### config.mk
export PLATFORM = sky130hd
export DESIGN_NAME = box_datapath_flat
export DESIGN_NICKNAME = d
export VERILOG_FILES = /design/src/rtl/box_datapath_if.sv /design/src/rtl/box_datapath.sv /design/src/flat_wrapper.sv
export SDC_FILE = /design/constraint.sdc
export NUM_CORES = 1
export LEC_CHECK = 0
export BUFFER_PORTS_ARGS = -buffer_cell sky130_fd_sc_hd__buf_2
export CAP_MARGIN = 20
export CELL_PAD_IN_SITES_DETAIL_PLACEMENT = 1
export CELL_PAD_IN_SITES_GLOBAL_PLACEMENT = 2
export CORE_UTILIZATION = 38
export CTS_BUF_LIST = sky130_fd_sc_hd__clkbuf_8
export DETAILED_ROUTE_END_ITERATION = 8
export PLACE_DENSITY_LB_ADDON = 0.1
export RECOVER_POWER = 25
export SLEW_MARGIN = 20
export SYNTH_ARGS = -nofsm -noshare
export SYNTH_HDL_FRONTEND = slang
export SYNTH_SLANG_ARGS = --single-unit
### constraint.sdc
create_clock -name Clock -period 5.4 [get_ports Clock]
set_input_delay 0.27 -clock Clock [delete_from_list [all_inputs] [get_ports Clock]]
set_output_delay 0.27 -clock Clock [all_outputs]
set_load 0.01 [all_outputs]
### src/rtl/box_datapath_if.sv
// Control and pixel bus between the box-drawing FSM and its datapath.
// The FSM side drives the enables and switch values. The datapath side returns the counter and the registered VGA pixel signals.
interface box_datapath_if;
    logic [6:0]  DataIn;
    logic [2:0]  ColorIn;
    logic        enRegX;
    logic        enRegY;
    logic        enColor;
    logic        enCount;
    logic        enALU;
    logic        Plot;
    logic        SelectPath;
    logic        enBlackCount;
    logic [14:0] counter;
    logic [7:0]  x;
    logic [6:0]  y;
    logic [2:0]  colour;
    logic        writeEn;

    modport master (
        output DataIn, ColorIn, enRegX, enRegY, enColor, enCount,
               enALU, Plot, SelectPath, enBlackCount,
        input  counter, x, y, colour, writeEn
    );

    modport slave (
        input  DataIn, ColorIn, enRegX, enRegY, enColor, enCount,
               enALU, Plot, SelectPath, enBlackCount,
        output counter, x, y, colour, writeEn
    );
endinterface

### src/rtl/box_datapath.sv
// Box/clear-screen datapath: X/Y/C registers, 4x4 box offset counter, full-screen clear sweep.
// Latency: pixel outputs registered, 1 cycle after select; counter is combinational from its register.
// Backpressure: none; the FSM paces every step by its enables and the VGA adapter always accepts.
module box_datapath #(
    parameter int SCREEN_W = 160,
    parameter int SCREEN_H = 120
) (
    input  logic          Clock,
    input  logic          Reset,
    box_datapath_if.slave bus
);
    localparam logic [7:0] BX_LAST = 8'(SCREEN_W - 1);
    localparam logic [6:0] BY_LAST = 7'(SCREEN_H - 1);

    logic [7:0]  x_reg;
    logic [6:0]  y_reg;
    logic [2:0]  c_reg;
    logic [14:0] count;
    logic [7:0]  bx;
    logic [6:0]  by;

    logic [7:0]  x_out;
    logic [6:0]  y_out;
    logic [2:0]  colour_out;
    logic        write_out;

    logic [6:0]  y_base;
    logic [7:0]  xn;
    logic [6:0]  yn;
    logic [2:0]  cn;
    logic        wn;
    logic        sweep_last;
    logic        row_last;

    assign row_last   = (bx == BX_LAST);
    assign sweep_last = row_last && (by == BY_LAST);

    // The load-Y state also draws, so the freshly switched-in row must be used before Y is written.
    assign y_base = bus.enRegY ? bus.DataIn : y_reg;

    always_comb begin
        xn = bx;
        yn = by;
        cn = 3'd0;
        wn = bus.enBlackCount;
        if (bus.SelectPath) begin
            wn = bus.Plot;
            cn = c_reg;
            if (bus.enALU) begin
                xn = x_reg + {6'd0, count[1:0]};
                yn = y_base + {5'd0, count[3:2]};
            end else begin
                xn = x_reg;
                yn = y_reg;
            end
        end
    end

    always_ff @(posedge Clock) begin
        if (Reset) begin
            x_reg      <= '0;
            y_reg      <= '0;
            c_reg      <= '0;
            count      <= '0;
            bx         <= '0;
            by         <= '0;
            x_out      <= '0;
            y_out      <= '0;
            colour_out <= '0;
            write_out  <= 1'b0;
        end else begin
            if (bus.enRegX)  x_reg <= {1'b0, bus.DataIn};
            if (bus.enRegY)  y_reg <= bus.DataIn;
            if (bus.enColor) c_reg <= bus.ColorIn;

            // The clear sweep owns the shared counter whenever it runs.
            if (bus.enBlackCount) begin
                if (sweep_last) begin
                    bx    <= '0;
                    by    <= '0;
                    count <= '0;
                end else begin
                    count <= count + 15'd1;
                    if (row_last) begin
                        bx <= '0;
                        by <= by + 7'd1;
                    end else begin
                        bx <= bx + 8'd1;
                    end
                end
            end else if (bus.enCount) begin
                count <= {11'd0, count[3:0] + 4'd1};
            end

            x_out      <= xn;
            y_out      <= yn;
            colour_out <= cn;
            write_out  <= wn;
        end
    end

    assign bus.counter = count;
    assign bus.x       = x_out;
    assign bus.y       = y_out;
    assign bus.colour  = colour_out;
    assign bus.writeEn = write_out;
endmodule

### src/flat_wrapper.sv
// flat-port wrapper written by rule: the top's interface ports become plain ports
module box_datapath_flat 
#(
    parameter int SCREEN_W = 160,
    parameter int SCREEN_H = 120
)
  (Clock, Reset, bus_DataIn, bus_ColorIn, bus_enRegX, bus_enRegY, bus_enColor, bus_enCount, bus_enALU, bus_Plot, bus_SelectPath, bus_enBlackCount, bus_counter, bus_x, bus_y, bus_colour, bus_writeEn);
  box_datapath_if bus_i ();
  input  logic Clock;
  input  logic Reset;
  input wire logic [$bits(bus_i.DataIn)-1:0] bus_DataIn;
  input wire logic [$bits(bus_i.ColorIn)-1:0] bus_ColorIn;
  input wire logic [$bits(bus_i.enRegX)-1:0] bus_enRegX;
  input wire logic [$bits(bus_i.enRegY)-1:0] bus_enRegY;
  input wire logic [$bits(bus_i.enColor)-1:0] bus_enColor;
  input wire logic [$bits(bus_i.enCount)-1:0] bus_enCount;
  input wire logic [$bits(bus_i.enALU)-1:0] bus_enALU;
  input wire logic [$bits(bus_i.Plot)-1:0] bus_Plot;
  input wire logic [$bits(bus_i.SelectPath)-1:0] bus_SelectPath;
  input wire logic [$bits(bus_i.enBlackCount)-1:0] bus_enBlackCount;
  output wire logic [$bits(bus_i.counter)-1:0] bus_counter;
  output wire logic [$bits(bus_i.x)-1:0] bus_x;
  output wire logic [$bits(bus_i.y)-1:0] bus_y;
  output wire logic [$bits(bus_i.colour)-1:0] bus_colour;
  output wire logic [$bits(bus_i.writeEn)-1:0] bus_writeEn;
  assign bus_i.DataIn = bus_DataIn;
  assign bus_i.ColorIn = bus_ColorIn;
  assign bus_i.enRegX = bus_enRegX;
  assign bus_i.enRegY = bus_enRegY;
  assign bus_i.enColor = bus_enColor;
  assign bus_i.enCount = bus_enCount;
  assign bus_i.enALU = bus_enALU;
  assign bus_i.Plot = bus_Plot;
  assign bus_i.SelectPath = bus_SelectPath;
  assign bus_i.enBlackCount = bus_enBlackCount;
  assign bus_counter = bus_i.counter;
  assign bus_x = bus_i.x;
  assign bus_y = bus_i.y;
  assign bus_colour = bus_i.colour;
  assign bus_writeEn = bus_i.writeEn;
  box_datapath #(.SCREEN_W(SCREEN_W), .SCREEN_H(SCREEN_H)) u_core (.Clock(Clock), .Reset(Reset), .bus(bus_i));
endmodule
Word level (Yosys, flattened, before mapping) --
Index checks and enable logic that the tools add are counted.
Word-level totals: flip-flop bits (word level) 66, bits in latches 0, word-level logic and storage cells 37, memories 0, memory bits (writable) 0, output and inout bits 34, ROM bits 0
Cells by class: div/mod/pow operators 0, bitwise operators 1, equal/unequal tests 2, shift operators 0, reductions and logical operators 5, magnitude comparators 0, add/sub/neg operators 6, $mul 0, muxes and demuxes 13
Operator list (number):
- $mux W15 | 3
- $mux W7 | 5
- $mux W8 | 4
- $add A15 B1 Y15 const B | 1
- $add A7 B2 Y8 | 1
- $add A8 B1 Y8 const B | 1
- $eq A8 B8 Y1 const B | 1
- $add A7 B1 Y7 const B | 1
- $add A7 B2 Y7 | 1
- $eq A7 B7 Y1 const B | 1
- $add A4 B1 Y4 const B | 1
- $reduce_bool A2 Y1 | 2
- $reduce_and A2 Y1 | 1
- $reduce_or A2 Y1 | 1
- $logic_and A1 B1 Y1 | 1
- $mux W1 | 1
- $not A1 Y1 | 1

Logic depth before layout (Yosys ltp) --
depth after elaboration 4, mapped depth 9, gate-level depth less buffers 8

Worst setup path after synthesis --
OpenSTA, ideal clock, no wires.
kind input port to flip-flop, start in bus_enRegY, end reg u_core.y_out[3] (netlist: u_core.bus.y[3]), stages 9, path buffers 2, data arrival time 2.310 ns, data required time 5.309 ns, setup time 0.091 ns, slack 2.999 ns, cells stage by stage clkbuf_1 clkbuf_1 mux2i_1 inv_1 ha_1 a21oi_1 nor2_1 mux2_2 a311oi_1
Between the ends: word-level cells in the longest chain between the ends 4
Ends and longest elaborated chain:
- start, declared | line flat_wrapper.sv:14 | input wire logic [$bits(bus_i.enRegY)-1:0] bus_enRegY;
- $mux W7 | line box_datapath.sv:39 | assign y_base = bus.enRegY ? bus.DataIn : y_reg;
- net u_core.y_base[1] | line box_datapath.sv:27 | logic [6:0] y_base;
- $add A7 B2 Y7 | line box_datapath.sv:51 | yn = y_base + {5'd0, count[3:2]};
- $mux W7 | line box_datapath.sv:49 | if (bus.enALU) begin
- $mux W7 | line box_datapath.sv:46 | if (bus.SelectPath) begin
- end signal, assigned | line box_datapath.sv:96 | y_out <= yn;
- end, declared | line box_datapath.sv:23 | logic [6:0] y_out;
The timed path passes the listed nets, and every way through them passes these cells. A chain may end at the register's enable or synchronous reset.

==> Implementation_results.wiki <==
{| class="wikitable"
! Metric !! Value
|-
| TritonCTS buffer count || 9
|-
| Post-cts gate resize count || 0
|-
| Number of vias per cell after detailed routing || 5.56
|-
| Normalized max-slew margin || -0.627
|-
| Total via count in the routed design || 3011
|-
| Mean instance size in the synthesized netlist || 8.54 um2
|-
| Wirelength per Cell || 16.5 um
|-
| Post-detailed-routing wire length || 8940 um
|-
| Fin. Hold Viols || 0
|-
| Delay of the slowest cell on the worst path || 1.72 ns
|-
| Crit path buffers/inverters || 2
|-
| CTS tree || done
|-
| Arrival @ worst endpoint || 3.24 ns
|-
| Clock sink count || 66
|-
| Async set-reset flop share out of synthesis || 0
|-
| Maximum fanout along the worst path || 54
|-
| Initial standard-cell utilization of the core || 0.399
|-
| Status || complete, but fails checks
|-
| Number of DRC markers after the initial detailed-route iteration || 130
|-
| Static Leak || 1.52 nW
|-
| Setup Skew || 0.00960 ns
|-
| Worst path cell trace || buf_2 > clkbuf_1 > nor2b_1 > a41oi_1 > a31oi_1
|-
| Number of H-tree levels || 3
|-
| Classification of the worst-slack hold path || input port to flip-flop
|-
| Setup bufs post-CTS || 0
|-
| Clock transition at the register clock pins on the worst setup and hold paths after CTS || 0.08 ns
|-
| Hold-fix buffers, CTS || 0
|-
| Crit-path slowest cell || clkbuf_1
|-
| Fraction of synthesized cell area taken by the top area cell type || 0.397
|-
| Horizontal die dimension || 95.6 um
|-
| Estimated wirelength of the detail-placed design || 6480 um
|-
| Sum of overflow across all layers after global routing || 0
|-
| DRC errors left || 0
|-
| Max Slew Vio Count || 55
|-
| Nature of the critical path endpoint || flip-flop
|-
| Setup tns final || 0 ns
|-
| Most used standard cells in the synthesized netlist || 66 x dfxtp_1, 48 x nor2_1, 29 x nand2_1
|-
| Cell family with the largest share of critical-path delay || buffers and inverters
|-
| Nature of the critical path startpoint || input port
|-
| Crit Path Category || input port to flip-flop
|-
| Die area || 9140 um2
|-
| Post-route ant nets || 0
|-
| Max FFs per register || 15
|-
| Row Count || 33
|-
| Post-synth top flop || dfxtp_1
|-
| Gate Count Post-Synth || 390
|-
| Area grow syn2layout || 13.9%
|-
| Max-cap violation count || 1
|-
| Final worst path period need || 3.01 ns
|-
| Wire length of the first global-routing pass || 14900 um
|-
| Initial antenna violation count || 0
|-
| Synthesis Warnings || 0
|-
| CP required || 5.63 ns
|-
| Number of top-level pins || 54
|-
| Highest clock frequency the design can meet || 0.332 GHz
|-
| Clock network latency to the later pin of the worst-skew pair || 0.35 ns
|-
| Synth Cell Area || 3330 um2
|-
| Dominant cell by count in the synthesized netlist || dfxtp_1
|-
| Violations in the final reports || max-capacitance violations, max-slew violations
|-
| Number of nets in the finished design || 461
|-
| Synth area leaders || dfxtp_1 40%, mux2i_1 6.3%, nor2_1 5.4%
|-
| Antenna diodes || 0
|-
| Syn nets || 419
|-
| Cell chosen for the clock root || clkbuf_8
|-
| Die extent in y || 95.6 um
|-
| Max Buffers Root-to-Sink || 2
|-
| Library cell occupying the most area in the post-synthesis netlist || dfxtp_1
|-
| Number of iterations in the first detailed-routing pass || 4
|-
| Distinct cells, synth || 53
|-
| Worst Max-Slew Pin Slew || 2.44 ns
|-
| RSZ-0062 raised after global routing || no
|-
| Routability Congestion || 0.852
|-
| Overall Global Routing Usage || 0.216
|-
| Count of input and output buffers || 53
|-
| Post-layout utilization of the core || 0.455
|-
| Share of cells above drive strength 1 || 0.160
|-
| Placeable core region || 8340 um2
|-
| Via count of the first global-routing pass || 2925
|-
| Period utilization || 0.558
|-
| EDFF count, synth || 0
|-
| Pin count of the biggest net entering global routing || 55
|-
| Number of flip-flops and latches in the synthesized netlist || 66
|-
| Sequential cell area fraction in the yosys report || 0.397
|-
| Maximum ir drop on the vdd rail || 125 uV
|-
| Setup violations, final || 0
|-
| Power density relative to cell area || 267 nW/um2
|}
## worst paths after layout
kind / endpoint / cells after the start / slack [ns] / startpoint
setup reg to reg: u_core.bus.counter[3] / 4 / 3.16 / u_core.bx[7]
hold / removal: u_core.c_reg[1] / 3 / 0.15 / bus_ColorIn[1]
hold reg to reg: u_core.bus.colour[2] / 1 / 0.47 / u_core.c_reg[2]
setup / recovery: u_core.bus.counter[5] / 5 / 2.39 / Reset
## area by class of cell
cell class                 count  area [um2]
timing repair buffer          54         260
fill                        1024        4550
multi-input combinational    287        1850
inverter                      14        52.6
sequential                    66        1320
clock buffer                  11         151
clock inverter                 5        30.0
tap                          105         131
## worst min-delay path: cells and delay by family
| family | cells | cell delay [ns] |
|---|---|---|
| buffers and inverters | 1 | 0.08 |
| AND/OR/NAND/NOR | 1 | 0.07 |
| multiplexers | 1 | 0.06 |
## routing by layer
metal / vias to the layer above / wire (um) / GRT usage / share of wire
met5: - / 0 / 0 / 0
met4: 0 / 95 / 0.0634 / 0.011
met3: 9 / 355 / 0.0478 / 0.040
met2: 54 / 4060 / 0.347 / 0.45
met1: 1463 / 4420 / 0.288 / 0.49
li1: 1485 / - / - / -
## stage by stage
step / hold WS (ns) / instances / setup WS (ns) / total power, mW / cell area [um2]
after floorplan: 0.411 / 390 / 3.00 / 0.595 / 3330
after global placement: 0.440 / 526 / 3.04 / 0.631 / 3620
after detailed placement: 0.449 / 526 / 2.97 / 0.634 / 3620
after CTS: 0.148 / 542 / 3.27 / 1.02 / 3810
after global routing: 0.164 / 542 / 1.99 / 1.06 / 3790
final: 0.154 / 542 / 2.39 / 1.01 / 3790
## logic make-up after synthesis
family | count (synthesis) | share of synthesized area
compound gates | 75 | 0.149
xor+xnor | 17 | 0.0447
fa+ha+maj | 9 | 0.0383
buf+inv | 37 | 0.0488
flops | 66 | 0.397
mux | 24 | 0.0733
simple gates | 162 | 0.249
## report_power, final
group	internal (mW)	switching (mW)
clock network	0.189	0.203
logic	0.0413	0.0622
registers	0.504	0.0144
## cell usage in the layout (no fill, tap or decap), types with 9 or more instances in the layout
cell,n
nor2_1,48
dfxtp_1,66
xor2_1,10
nand2_1,29
a21oi_1,20
o21ai_0,10
inv_1,15
nor3_1,9
mux2i_1,21
nand3_1,21
buf_2,46
a31oi_1,12
clkbuf_8,11
Power figures use the tool's default switching activity.
